===== src/rtl/hello_pkg.sv =====
// Shared types and helpers for the HELLO rotation sequencer.
package hello_pkg;

   localparam int NUM_POS = 5;

   typedef logic [2:0] pos_t;

   localparam pos_t LAST_POS = pos_t'(NUM_POS - 1);

   // Modulo-5 step: dir=0 increments, dir=1 decrements.
   function automatic pos_t next_pos(pos_t p, logic dir);
      pos_t r;
      if (!dir) begin
         r = (p >= LAST_POS) ? '0 : p + 3'd1;
      end else begin
         r = (p == '0 || p > LAST_POS) ? LAST_POS : p - 3'd1;
      end
      return r;
   endfunction

   // True when an advance from p in direction dir wraps around.
   function automatic logic is_wrap(pos_t p, logic dir);
      return (!dir) ? (p == LAST_POS) : (p == '0);
   endfunction

   // Out-of-range load values collapse to index 0.
   function automatic pos_t clamp_load(pos_t v);
      return (v <= LAST_POS) ? v : '0;
   endfunction

endpackage


===== src/rtl/hello_scroll_ctrl_if.sv =====
// Control/status bundle between the sequencer and its driver.
// Signal semantics: run/dir/step_n are levels, load is a single-cycle
// strobe qualifying load_val, and tick/wrap are single-cycle pulses that
// coincide with the cycle in which pos shows its new value. There is no
// back-pressure: pos is always valid after reset.
interface hello_scroll_ctrl_if;
   import hello_pkg::*;

   logic run;
   logic dir;
   logic step_n;
   logic load;
   pos_t load_val;
   pos_t pos;
   logic tick;
   logic wrap;

   modport master (
      output run, dir, step_n, load, load_val,
      input  pos, tick, wrap
   );

   modport slave (
      input  run, dir, step_n, load, load_val,
      output pos, tick, wrap
   );

endinterface


===== src/rtl/sync_fall_edge.sv =====
// Three-flop synchronizer with falling-edge detect; idles high.
module sync_fall_edge (
   input  logic clk,
   input  logic rst_n,
   input  logic d,
   output logic fall
);

   logic s1, s2, s3;

   // Shift the asynchronous input through the synchronizer chain.
   always_ff @(posedge clk or negedge rst_n) begin
      if (!rst_n) begin
         s1 <= 1'b1;
         s2 <= 1'b1;
         s3 <= 1'b1;
      end else begin
         s1 <= d;
         s2 <= s1;
         s3 <= s2;
      end
   end

   // One request per high-to-low transition of the synchronized input.
   assign fall = s3 & ~s2;

endmodule


===== src/rtl/hello_scroll_ctrl.sv =====
// Rotation index sequencer for the HELLO display: prescaled auto-advance,
// pushbutton single-step and synchronous load, index kept in 0..4.
module hello_scroll_ctrl
   import hello_pkg::*;
#(
   parameter int TICKS_PER_STEP = 50_000_000,
   parameter int CNT_W          = 26
) (
   input  logic          CLOCK_50,
   input  logic          resetn,
   hello_scroll_ctrl_if.slave bus
);

   localparam logic [CNT_W-1:0] TERM = CNT_W'(TICKS_PER_STEP - 1);

   logic [CNT_W-1:0] cnt_q;
   pos_t             pos_q;
   logic             tick_q;
   logic             wrap_q;
   logic             adv_tick;
   logic             adv_step;
   logic             adv;

   sync_fall_edge u_step_sync (
      .clk   (CLOCK_50),
      .rst_n (resetn),
      .d     (bus.step_n),
      .fall  (adv_step)
   );

   // Terminal count only matters while running; load overrides below.
   assign adv_tick = bus.run & (cnt_q == TERM);
   assign adv      = adv_tick | adv_step;

   // Prescaler: holds while paused so a resume finishes the partial period.
   always_ff @(posedge CLOCK_50 or negedge resetn) begin
      if (!resetn) begin
         cnt_q <= '0;
      end else if (bus.load) begin
         cnt_q <= '0;
      end else if (bus.run) begin
         cnt_q <= adv_tick ? '0 : cnt_q + CNT_W'(1);
      end
   end

   // Index register with load priority; simultaneous requests advance once.
   always_ff @(posedge CLOCK_50 or negedge resetn) begin
      if (!resetn) begin
         pos_q  <= '0;
         tick_q <= 1'b0;
         wrap_q <= 1'b0;
      end else if (bus.load) begin
         pos_q  <= clamp_load(bus.load_val);
         tick_q <= 1'b0;
         wrap_q <= 1'b0;
      end else begin
         tick_q <= adv_tick;
         wrap_q <= adv & is_wrap(pos_q, bus.dir);
         if (adv) begin
            pos_q <= next_pos(pos_q, bus.dir);
         end
      end
   end

   assign bus.pos  = pos_q;
   assign bus.tick = tick_q;
   assign bus.wrap = wrap_q;

endmodule


===== src/flat_wrapper.sv =====
// flat-port wrapper written by rule: the top's interface ports become plain ports
module hello_scroll_ctrl_flat import hello_pkg::*;
#(
   parameter int TICKS_PER_STEP = 50_000_000,
   parameter int CNT_W          = 26
)
  (CLOCK_50, resetn, bus_run, bus_dir, bus_step_n, bus_load, bus_load_val, bus_pos, bus_tick, bus_wrap);
  hello_scroll_ctrl_if bus_i ();
  input  logic CLOCK_50;
  input  logic resetn;
  input wire logic [$bits(bus_i.run)-1:0] bus_run;
  input wire logic [$bits(bus_i.dir)-1:0] bus_dir;
  input wire logic [$bits(bus_i.step_n)-1:0] bus_step_n;
  input wire logic [$bits(bus_i.load)-1:0] bus_load;
  input wire logic [$bits(bus_i.load_val)-1:0] bus_load_val;
  output wire logic [$bits(bus_i.pos)-1:0] bus_pos;
  output wire logic [$bits(bus_i.tick)-1:0] bus_tick;
  output wire logic [$bits(bus_i.wrap)-1:0] bus_wrap;
  assign bus_i.run = bus_run;
  assign bus_i.dir = bus_dir;
  assign bus_i.step_n = bus_step_n;
  assign bus_i.load = bus_load;
  assign bus_i.load_val = bus_load_val;
  assign bus_pos = bus_i.pos;
  assign bus_tick = bus_i.tick;
  assign bus_wrap = bus_i.wrap;
  hello_scroll_ctrl #(.TICKS_PER_STEP(TICKS_PER_STEP), .CNT_W(CNT_W)) u_core (.CLOCK_50(CLOCK_50), .resetn(resetn), .bus(bus_i));
endmodule

===== config.mk =====
export PLATFORM = sky130hd
export DESIGN_NAME = hello_scroll_ctrl_flat
export DESIGN_NICKNAME = d
export VERILOG_FILES = /design/src/rtl/hello_pkg.sv /design/src/rtl/hello_scroll_ctrl_if.sv /design/src/rtl/sync_fall_edge.sv /design/src/rtl/hello_scroll_ctrl.sv /design/src/flat_wrapper.sv
export SDC_FILE = /design/constraint.sdc
export NUM_CORES = 1
export LEC_CHECK = 0
export ABC_AREA = 1
export CAP_MARGIN = 20
export CORE_ASPECT_RATIO = 1.25
export CORE_MARGIN = 2
export CORE_UTILIZATION = 25
export CTS_BUF_LIST = sky130_fd_sc_hd__clkbuf_4 sky130_fd_sc_hd__clkbuf_8
export DETAILED_ROUTE_END_ITERATION = 10
export PLACE_DENSITY = 0.47
export SKIP_LAST_GASP = 1
export SLEW_MARGIN = 10
export SYNTH_ARGS = -nofsm -noshare
export SYNTH_HDL_FRONTEND = slang
export SYNTH_SLANG_ARGS = --single-unit

===== constraint.sdc =====
create_clock -name CLOCK_50 -period 4 [get_ports CLOCK_50]
set_input_delay 0.8 -clock CLOCK_50 [delete_from_list [all_inputs] [get_ports CLOCK_50]]
set_output_delay 0.8 -clock CLOCK_50 [all_outputs]
set_load 0.03 [all_outputs]

# --- After elaboration in Yosys (flattened, before gate mapping) ---
# Cells that the tools add are included.
word_totals:
  ff_bits: 34
  elab_cells: 36
  in_bits: 9
  output_inout_bits: 5
op_classes:
  bitwise: 5
  reduce_logical: 4
  addsub: 3
  eq_ne: 2
  muxes: 12
  n_lt_le_gt_ge: 3
op_table:
  columns: ["operator", "n"]
  rows:
  - ["$mux 26", 3]
  - ["$add 26x1->26 const B", 1]
  - ["$eq 26x26->1 const B", 1]
  - ["$mux 3", 6]
  - ["$reduce_bool 2->1", 2]
  - ["$add 3x1->3 const B", 1]
  - ["$and 1x1->1", 3]
  - ["$eq 3x3->1 const B", 1]
  - ["$ge 3x3->1 const B", 1]
  - ["$gt 3x3->1 const B", 1]
  - ["$le 3x3->1 const B", 1]
  - ["$logic_not 3->1", 1]
  - ["$mux 1", 3]
  - ["$sub 3x1->3 const B", 1]
  - ["$logic_or 1x1->1", 1]
  - ["$not 1->1", 1]
  - ["$or 1x1->1", 1]

# --- Depth between registers and ports, before layout ---
# Gate-level depths: netlist (run 1).
depth:
  ltp_word: 6
  mapped_depth: 10
  ltp_nobuf: 10

# --- Cells and area by module ---
# A second synthesis (run 1) with hierarchy kept.
hier_totals:
  hier_cells: 319
  area_unflattened_um2: 2254.7
by_module_without_submodules:
  columns: ["module", "cells_each", "n_inst", "seq_area_each_um2", "area_per_inst_um2"]
  rows:
  - ["hello_scroll_ctrl", 314, 1, 775.7, 2165.8]
  - ["sync_fall_edge", 5, 1, 78.8, 88.8]

# --- Least setup slack after synthesis (run 1) ---
# Ideal clock, no wire load.
synth_timing:
  path_kind: "register to register"
  startpoint: "reg u_core.pos_q[0], in the netlist u_core.bus.pos[0]"
  endpoint: "reg u_core.pos_q[0], in the netlist u_core.bus.pos[0]"
  n_path_buf: 0
  setup_time_ns: 0.127
  period_less_slack_ns: 1.634
  arrival_time_ns: 1.507
  path_slack_ns: 2.366
  required_ns: 3.873
  stages_incl_launch_ff: 10
  path_cell_list: "dfrtp_1 -> inv_1 -> ha_1 -> ha_1 -> nor2_1 -> nor2_1 -> o211ai_1 -> nand2_1 -> nand2_1 -> o21ai_0"
synth_between:
  elab_chain_cells: 6
  elab_cells_between_ends: 11
  classes_between: "2 x add/sub; 2 x order compare; 5 x mux; 2 x reduce/logical"
synth_rtl:
  columns: ["item", "line", "text"]
  rows:
  - ["from (decl)", "hello_scroll_ctrl.sv:17", "pos_t pos_q;"]
  - ["from (signal assigned)", "hello_scroll_ctrl.sv:53", "pos_q <= clamp_load(bus.load_val);"]
  - ["from (signal assigned)", "hello_scroll_ctrl.sv:60", "pos_q <= next_pos(pos_q, bus.dir);"]
  - ["$gt 3x3->1 / $logic_not 3->1 (equally long branches)", "hello_pkg.sv:16", "r = (p == '0 || p > LAST_POS) ? LAST_POS : p - 3'd1;"]
  - ["$logic_or 1x1->1", "hello_pkg.sv:16", null]
  - ["$mux 3", "hello_pkg.sv:16", null]
  - ["$mux 3 *", "hello_pkg.sv:13", "if (!dir) begin"]
  - ["$mux 3 *", "hello_scroll_ctrl.sv:59", "if (adv) begin"]
  - ["$mux 3 *", "hello_scroll_ctrl.sv:52", "end else if (bus.load) begin"]
# Mark *: on every way between the ends. The rest lies on a longest branch, timed or not. The select of a mux whose other input is x is not followed.
# A chain may end at the register's enable or synchronous reset.

# --- Worst setup path after layout (run 1) ---
layout_timing:
  startpoint: "in bus_run"
  endpoint: "reg u_core.cnt_q[20]"
layout_between:
  elab_chain_cells: 4
  elab_cells_between_ends: 5
  classes_between: "3 x mux; 1 x bitwise; 1 x reduce/logical"
layout_rtl:
  columns: ["item", "line", "text"]
  rows:
  - ["from (decl)", "flat_wrapper.sv:11", "input wire logic [$bits(bus_i.run)-1:0] bus_run;"]
  - ["$and 1x1->1", "hello_scroll_ctrl.sv:32", "assign adv_tick = bus.run & (cnt_q == TERM);"]
  - ["$mux 26", "hello_scroll_ctrl.sv:42", "cnt_q <= adv_tick ? '0 : cnt_q + CNT_W'(1);"]
  - ["$mux 26", "hello_scroll_ctrl.sv:41", "end else if (bus.run) begin"]
  - ["$mux 26", "hello_scroll_ctrl.sv:39", "end else if (bus.load) begin"]
  - ["to (signal assigned)", "hello_scroll_ctrl.sv:42", null]
  - ["to (decl)", "hello_scroll_ctrl.sv:16", "logic [CNT_W-1:0] cnt_q;"]
# Several ways; a longest one is shown, not always the timed one. The select of a mux whose other input is x is not followed.

==> flow_metrics.tcl, run 1 <==
set metrics [dict create \
    synth.yosys.seq_area_share_pct 39.28 \
    drt-total-wl_microns 5158 \
    endpoint_kind "register" \
    top_level_i_o_count 14 \
    first_iter_violations 75 \
    hold_class "reg -> reg" \
    grt_start_max_net_pins 35 \
    post-synth-top-area-fraction_pct 35.65 \
    post-cts-setup-buffers 0 \
    ys.flop_type "dfrtp_1" \
    layout_worst_path_cycle_share_pct 55.37 \
    run_status "finished clean" \
    grt_antenna_before_repair 0 \
    critical_path_peak_fanout 15 \
    clock_root_buffer_master "clkbuf_8" \
    core_area_sq_mm 0.008558 \
    worstPathRequired_ps 4190 \
    syn-mean-instance-area_sq_um 7.376 \
    grt.total_usage_pct 12.38 \
    detailed_place_hpwl_microns 3951 \
    drv_slew 0 \
    critPathTopFamily "simple AND/OR/NAND/NOR gates" \
    first_global_vias 1930 \
    start_kind "primary input" \
    rsz0062_at_grt "false" \
    synthTopCellsByArea "dfrtp_1 (36%), nand2_1 (14%), nor2_1 (7.8%)" \
    nets 328 \
    syn-num-nets 309 \
    timing.setup.tns_ps 0 \
    tightestPinTransition_ps 800.1 \
    timing_worst_setup_path_type "in -> reg" \
    gp_congestion 0.7931 \
    chain_of_cells_forming_the_critical_path "clkdlybuf4s50_1 > nand2_1 > nor2_1 > nand2_1 > nor2_2 > nand2_2 > nand2_4 > nor2_2 > nand2_1 > nand2_1" \
    drive_above_1_share_pct 12.70 \
    worst_ep_arrival_time_ps 2400 \
    floorplan.initialDensity_pct 25.42 \
    dieHeight_microns 108.3 \
    skew_ps 9.260 \
    detailroute.via_count 1880 \
    placement.io_buffers 13 \
    timing.critical_path.slowest_stage_cell "clkdlybuf4s50_1" \
    yosys_register_bits 34 \
    synth-warning-count 0 \
    routedWlPerCell_microns 12.43 \
    final_hold_viol_count 0 \
    synth_cells 295 \
    layout.cells.most_common "nand2_1" \
    total_standard_cell_area_after_synthesis_sq_mm 0.002176 \
    critical-path-top-cell-by-count "nand2_1" \
    viasPerCell 4.530 \
    cts_resized 0 \
    tritoncts "done" \
    power_density_mw_per_mm2 338.0 \
    grt_first_pass_wirelength_microns 9128 \
    peakVddDrop_mv 0.1276 \
    clkLatencyLatePin_ps 300 \
    antenna_cells 0 \
    ctsLongestPathBuffers 2 \
    maxCapViolCount 0 \
    ys_types 34 \
    fp-row-count 38 \
    most_area_hungry_cell_type_in_the_yosys_netlist "dfrtp_1" \
    relSlewSlack_pct 46.66 \
    setup_violations 0 \
    leakagePower_nw 1.148 \
    cts-htree-levels 2 \
    antenna_violating_nets_post_route 0 \
    area_enclosed_by_the_die_boundary_sq_mm 0.009470 \
    cp_slowest_stage_delay_ps 600 \
    remaining_drc_errors 0 \
    mostFrequentLayoutCells "nand2_1 (82), nor2_1 (45), inv_1 (39), dfrtp_1 (31), nand3_1 (17)" \
    ys_async_rst_share_pct 100.0 \
    cts-buffers-inserted 5 \
    synth-edff-count 0 \
    post-place-cells 407 \
    holdBufCountCts 0 \
    max_clock_freq_ghz 0.4515 \
    grt_overflow_total 0 \
    fin_crit_ps 2215 \
    worst-r2r-setup-slack_ps 2270 \
    worstPathBufferInverterCount 1 \
    layoutNonFillerInstCount 415 \
    clock_sinks 34 \
    dieWidth_microns 87.44 \
    syn_to_final_growth_pct 17.31 \
    detailed_routing_iteration_count_for_the_pre_antenna_repair_pass 4 \
    clock_pin_transition_on_the_worst_setup_and_hold_timing_paths_ps 80 \
]
[cells in the mapped netlist (2+ instances only)]
| cell type | n |
|---|---|
| nand4_1 | 8 |
| nor3_1 | 8 |
| xor2_1 | 4 |
| dfstp_2 | 3 |
| dfrtp_1 | 31 |
| nor2_1 | 45 |
| nor2_8 | 2 |
| nand2_2 | 6 |
| nand2_4 | 2 |
| ha_1 | 5 |
| nor2_2 | 4 |
| inv_1 | 39 |
| o21ai_1 | 2 |
| nand3_1 | 17 |
| a21oi_1 | 6 |
| nand2_1 | 82 |
| nor2_4 | 6 |
| o21ai_0 | 9 |
[registers in the layout, summed over array words and instances (netlist names)]
register,flops
u_core.u_step_sync.s3,1
u_core.bus.wrap,1
u_core.u_step_sync.s2,1
u_core.cnt_q,26
u_core.u_step_sync.s1,1
u_core.bus.pos,3
u_core.bus.tick,1
[per-stage QoR]
step                      cell area [sq um]  power, mW  worst slack, ps  utilization, %  hold WS [ps]
after floorplan                        2176     0.4294             2366               -         345.2
after CTS                              2552     0.8727             1765           29.82         348.6
after global placement                 2415     0.4721             1404           28.22         346.3
final                                  2552     0.8628             1785           29.82         347.7
after detailed placement               2415     0.4729             1458           28.22         346.8
after global routing                   2552     0.9073             1647           29.82         355.4
[final cells by class]
cell class / instances / area, sq um
inverters: 41 / 158.9
multi-input cells: 219 / 1151
fillers: 933 / 6006
flip-flops and latches: 34 / 854.6
well taps: 100 / 125.1
clock buffers: 5 / 68.82
repair buffers: 13 / 125.1
clock inverters: 3 / 68.82
[final timing paths]
| check | start | end | depth (start not counted) |
|---|---|---|---|
| max | bus_run | u_core.cnt_q[20]$_DFFE_PN0P_ | 10 |
| min | u_core.u_step_sync.s1$_DFF_PN1_ | u_core.u_step_sync.s2$_DFF_PN1_ | 0 |
| max reg2reg | u_core.cnt_q[0]$_DFFE_PN0P_ | u_core.cnt_q[20]$_DFFE_PN0P_ | 10 |
| min reg2reg | u_core.u_step_sync.s1$_DFF_PN1_ | u_core.u_step_sync.s2$_DFF_PN1_ | 0 |
| max in group asynchronous | resetn | u_core.cnt_q[2]$_DFFE_PN0P_ | 1 |
| min in group asynchronous | resetn | u_core.cnt_q[12]$_DFFE_PN0P_ | 1 |
[report_power, final]
part	switching, mW	internal [mW]
sequential	0.00627	0.354
combinational	0.0640	0.0388
clock	0.149	0.250
total	0.220	0.643
[layer usage]
metal / global-route usage [%] / wire length [microns] / up-vias
li1: - / - / 966
met1: 15.03 / 2364 / 874
met2: 21.16 / 2542 / 33
met3: 2.748 / 152 / 7
met4: 4.615 / 99 / 0
met5: 0 / 0 / -
[cell families (layout without fill, tap and decap cells)]
group	count (synthesis)	after routing	synth area share (%)
adder cells (fa/ha/maj)	5	5	2.875
flip-flops	34	34	39.28
buffers and inverters	42	62	7.820
AO/OA/AOI/OAI	22	22	5.866
AND/OR/NAND/NOR	187	187	42.15
XOR/XNOR	5	5	2.013
Note: power is estimated with default switching activity, not from simulation.
==> run 2: changes to the inputs <==
--- a/config.mk
+++ b/config.mk
@@ -12,7 +12,7 @@
 export CORE_UTILIZATION = 25
 export CTS_BUF_LIST = sky130_fd_sc_hd__clkbuf_4 sky130_fd_sc_hd__clkbuf_8
 export DETAILED_ROUTE_END_ITERATION = 10
-export PLACE_DENSITY = 0.47
+export PLACE_DENSITY = 0.49
 export SKIP_LAST_GASP = 1
 export SLEW_MARGIN = 10
 export SYNTH_ARGS = -nofsm -noshare
==> constraint.sdc (replaced) <==
create_clock -name CLOCK_50 -period 1.8 [get_ports CLOCK_50]
set_input_delay 0.36 -clock CLOCK_50 [delete_from_list [all_inputs] [get_ports CLOCK_50]]
set_output_delay 0.36 -clock CLOCK_50 [all_outputs]
set_load 0.03 [all_outputs]
==> flow_metrics.tcl, run 2 (synthesis results as in run 1) <==
set metrics [dict create \
    run_status "finished clean" \
    layout.cells.most_common "nand2_1" \
    syn_to_final_growth_pct 21.62 \
    grt.total_usage_pct 12.87 \
    tightestPinTransition_ps 452.5 \
    area_enclosed_by_the_die_boundary_sq_mm 0.009470 \
    power.net_switching_mw 0.4540 \
    core_area_sq_mm 0.008558 \
    viasPerCell 4.473 \
    clkLatencyLatePin_ps 290 \
    floorplan.initialDensity_pct 25.42 \
    detailed_routing_iteration_count_for_the_pre_antenna_repair_pass 4 \
    cts-htree-levels 2 \
    antenna_violating_nets_post_route 0 \
    cts_resized 0 \
    rsz0062_at_grt "false" \
    routedWlPerCell_microns 12.50 \
    first_iter_violations 113 \
    start_kind "register" \
    timing.rr.start "u_core.cnt_q[0]$_DFFE_PN0P_" \
    first_global_vias 1944 \
    worstPathRequired_ps 1440 \
    drv_slew 0 \
    ctsLongestPathBuffers 2 \
    chain_of_cells_forming_the_critical_path "clkdlybuf4s50_1" \
    drt-total-wl_microns 5389 \
    power_density_mw_per_mm2 616.2 \
    clock_sinks 34 \
    registers.top_by_ff_count "u_core.cnt_q" \
    cp_slowest_stage_delay_ps 680 \
    cts-buffers-inserted 5 \
    final_util_pct 30.92 \
    max_clock_freq_ghz 0.5915 \
    peakVddDrop_mv 0.2542 \
    grt_first_pass_wirelength_microns 9411 \
    combPwrFrac_pct 15.7 \
    dieWidth_microns 87.44 \
    endpoint_kind "primary output" \
    worst_ep_arrival_time_ps 1330 \
    detailroute.via_count 1928 \
    worst-r2r-setup-slack_ps 170 \
    critPathTopFamily "buffers and inverters" \
    critical_path_peak_fanout 3 \
    holdBufCountCts 0 \
    tritoncts "done" \
    drive_above_1_share_pct 16.92 \
    remaining_drc_errors 0 \
    post-cts-setup-buffers 0 \
    setup_violations 0 \
    gp_congestion 0.8653 \
    skew_ps 11.68 \
    timing_worst_setup_path_type "reg -> out" \
    power_frac_clock_pct 35.1 \
    nets 344 \
    final_hold_viol_count 0 \
    worstPathBufferInverterCount 1 \
    antenna_cells 0 \
    layout_worst_path_cycle_share_pct 93.93 \
    mostFrequentLayoutCells "nand2_1 (82), nor2_1 (45), inv_1 (39), dfrtp_1 (31), nand3_1 (17)" \
    timing.critical_path.slowest_stage_cell "clkdlybuf4s50_1" \
    post_dp_cell_area_sq_mm 0.002560 \
    maxCapViolCount 0 \
    fin_crit_ps 1691 \
    grt_start_max_net_pins 19 \
    relSlewSlack_pct 69.83 \
    fp-row-count 38 \
    grt_overflow_total 0 \
    hold_class "in -> async" \
    top_level_i_o_count 14 \
    clock_root_buffer_master "clkbuf_8" \
    power.switching_fraction_pct 27.84 \
    sequential_cell_fraction_of_total_power_pct 49.2 \
    placement.io_buffers 13 \
    clock_pin_transition_on_the_worst_setup_and_hold_timing_paths_ps 80 \
    internal-power_mw 1.177 \
    timing.setup.tns_ps 0 \
    leakagePower_nw 1.215 \
    dieHeight_microns 108.3 \
    grt_antenna_before_repair 0 \
    finish.instance_area_sq_mm 0.002646 \
    r2r_end "u_core.cnt_q[8]$_DFFE_PN0P_" \
    largest_reg_flops 26 \
    timing.reg2reg.worst_path_depth 9 \
    detailed_place_hpwl_microns 4315 \
]
[run 2: cell types whose count changed in the layout (fill, tap and decap cells not counted)]
cell / previous run / this run
buf_12: 0 / 2
buf_4: 0 / 14
bufinv_16: 2 / 0
clkbuf_4: 0 / 1
clkinv_2: 0 / 2
clkinv_4: 1 / 0
[run 2: per-layer routing]
layer  part of all wire, %  vias up  GRT usage [%]
met4                   3.2        0          6.044
met2                    49       42          21.75
met5                     0        -              0
li1                      -      997              -
met3                   4.1       15          2.366
met1                    43      874          15.63
[run 2: worst max-delay path by stage]
| stage | startpoint | endpoint | slack (ps) | depth (start not counted) |
|---|---|---|---|---|
| global route | u_core.cnt_q[0]$_DFFE_PN0P_ | u_core.cnt_q[23]$_DFFE_PN0P_ | 20 | 10 |
| floorplan | u_core.bus.pos[0]$_DFFE_PN0P_ | u_core.bus.pos[0]$_DFFE_PN0P_ | 170 | 9 |
| global placement | bus_run | u_core.cnt_q[10]$_DFFE_PN0P_ | -120 | 9 |
| CTS | u_core.bus.pos[2]$_DFFE_PN0P_ | bus_pos[2] | 100 | 1 |
| detailed placement | bus_run | u_core.cnt_q[10]$_DFFE_PN0P_ | -140 | 9 |
| finish | u_core.bus.pos[0]$_DFFE_PN0P_ | bus_pos[0] | 110 | 1 |
[run 2: power by group through the flow]
stage / clock (mW) / combinational, mW / sequential (mW)
floorplan: 0 / 0.111 / 0.843
global placement: 0 / 0.254 / 0.817
detailed placement: 0 / 0.254 / 0.817
CTS: 0.589 / 0.255 / 0.802
global route: 0.632 / 0.289 / 0.805
finish: 0.573 / 0.256 / 0.802
[run 2: area by class of cell]
type,count,area [sq um]
fill,934,5912
sequential,34,854.6
multi-input combinational,219,1151
clock buffer,6,76.32
timing repair buffer,29,270.3
inverter,41,158.9
clock inverter,2,10.01
tap,100,125.1
[run 2: per-stage QoR]
stage	hold slack [ps]	instances	power (mW)	setup slack, ps
2_1_floorplan	64.41	295	0.9541	165.7
3_3_place_gp	337.5	423	1.071	-120.3
3_5_place_dp	343.7	423	1.071	-136.9
4_1_cts	28.88	431	1.646	96.97
5_1_grt	37.23	431	1.727	18.60
6_report	10.70	431	1.631	109.3
==> run 3: changes to the inputs <==
--- a/config.mk
+++ b/config.mk
@@ -8,7 +8,6 @@
 export ABC_AREA = 1
 export CAP_MARGIN = 20
 export CORE_ASPECT_RATIO = 1.25
-export CORE_MARGIN = 2
 export CORE_UTILIZATION = 25
 export CTS_BUF_LIST = sky130_fd_sc_hd__clkbuf_4 sky130_fd_sc_hd__clkbuf_8
 export DETAILED_ROUTE_END_ITERATION = 10
==> flow_metrics.tcl, run 3 (synthesis results as in run 1) <==
set metrics [dict create \
    run_status "finished clean" \
    layout_worst_path_cycle_share_pct 94.73 \
    ctsLongestPathBuffers 2 \
    peakVddDrop_mv 0.1962 \
    layoutNonFillerInstCount 426 \
    core_area_sq_mm 0.008333 \
    cp_slowest_stage_delay_ps 680 \
    holdBufCountCts 0 \
    grt_antenna_before_repair 0 \
    critPathTopFamily "buffers and inverters" \
    mostFrequentLayoutCells "nand2_1 (82), nor2_1 (45), inv_1 (39), dfrtp_1 (31), nand3_1 (17)" \
    floorplan.initialDensity_pct 26.11 \
    dieHeight_microns 106.3 \
    clock_pin_transition_on_the_worst_setup_and_hold_timing_paths_ps 70 \
    timing.rr.start "u_core.cnt_q[0]$_DFFE_PN0P_" \
    relSlewSlack_pct 68.77 \
    fin_crit_ps 1705 \
    grt_overflow_total 0 \
    total_power_mw 1.685 \
    timing.setup.tns_ps 0 \
    tightestPinTransition_ps 468.4 \
    finish.instance_area_sq_mm 0.002636 \
    nets 342 \
    start_kind "register" \
    syn_to_final_growth_pct 21.16 \
    power_density_mw_per_mm2 639.0 \
    r2r_end "u_core.cnt_q[10]$_DFFE_PN0P_" \
    viasPerCell 4.594 \
    cts-buffers-inserted 5 \
    top_level_i_o_count 14 \
    timing.reg2reg.worst_path_depth 9 \
    grt_start_max_net_pins 35 \
    cts-htree-levels 2 \
    dieWidth_microns 85.44 \
    detailed_place_hpwl_microns 4231 \
    area_enclosed_by_the_die_boundary_sq_mm 0.009083 \
    final_util_pct 31.64 \
    max_clock_freq_ghz 0.5864 \
    fp-row-count 37 \
    timing_worst_setup_path_type "reg -> out" \
    clock_root_buffer_master "clkbuf_8" \
    cts_resized 0 \
    maxCapViolCount 0 \
    first_global_vias 2070 \
    registers.top_by_ff_count "u_core.cnt_q" \
    skew_ps 5.777 \
    final_critical_path_setup_slack_ps 94.80 \
    worst-r2r-setup-slack_ps 170 \
    rsz0062_at_grt "false" \
    final_hold_viol_count 0 \
    grt_first_pass_wirelength_microns 9735 \
    remaining_drc_errors 0 \
    antenna_violating_nets_post_route 0 \
    placement.io_buffers 13 \
    largest_reg_flops 26 \
    worstPathBufferInverterCount 1 \
    endpoint_kind "primary output" \
    clkLatencyLatePin_ps 290 \
    chain_of_cells_forming_the_critical_path "clkdlybuf4s50_1" \
    hold_class "in -> async" \
    pre_cts_ws_ps -127.2 \
    drive_above_1_share_pct 16.41 \
    fin_worst_hold_slack_ps 80.05 \
    layout.cells.most_common "nand2_1" \
    antenna_cells 0 \
    critical_path_peak_fanout 3 \
    routedWlPerCell_microns 12.83 \
    post-cts-setup-buffers 0 \
    tritoncts "done" \
    drv_slew 0 \
    gp_congestion 0.8633 \
    timing.critical_path.depth 1 \
    clock_sinks 34 \
    worst_ep_arrival_time_ps 1350 \
    leakagePower_nw 1.210 \
    setup_violations 0 \
    timing.critical_path.slowest_stage_cell "clkdlybuf4s50_1" \
    drt-total-wl_microns 5466 \
    detailroute.via_count 1957 \
    grt.total_usage_pct 13.84 \
    first_iter_violations 81 \
    post_dp_cell_area_sq_mm 0.002541 \
    detailed_routing_iteration_count_for_the_pre_antenna_repair_pass 4 \
    worstPathRequired_ps 1440 \
    post-place-cells 418 \
]
==> run 3: layout make-up <==
class / count / area [sq um]
tap: 97 / 121.4
clock buffer: 7 / 90.09
timing repair buffer: 27 / 255.2
sequential: 34 / 854.6
fill: 901 / 5697
inverter: 41 / 158.9
multi-input combinational: 219 / 1151
clock inverter: 1 / 5.005
==> run 3: power by group <==
part           total [mW]  switching (mW)  leakage (nW)  internal (mW)
Combinational       0.258           0.153         0.698          0.105
Clock               0.624           0.300        0.0517          0.324
Sequential          0.803          0.0153         0.460          0.787
==> run 3: worst max path at each step <==
stage | startpoint | end
floorplan | u_core.bus.pos[0]$_DFFE_PN0P_ | u_core.bus.pos[0]$_DFFE_PN0P_
finish | u_core.bus.pos[1]$_DFFE_PN0P_ | bus_pos[1]
detailed placement | bus_load | u_core.cnt_q[7]$_DFFE_PN0P_
CTS | u_core.bus.pos[1]$_DFFE_PN0P_ | bus_pos[1]
global route | u_core.cnt_q[0]$_DFFE_PN0P_ | u_core.cnt_q[10]$_DFFE_PN0P_
global placement | bus_run | u_core.cnt_q[7]$_DFFE_PN0P_
==> run 3: per-layer routing <==
metal	track usage [%]	wire, microns
met5	0	0
met4	6.905	154
met3	2.329	133
met2	24.91	2850
met1	15.57	2329
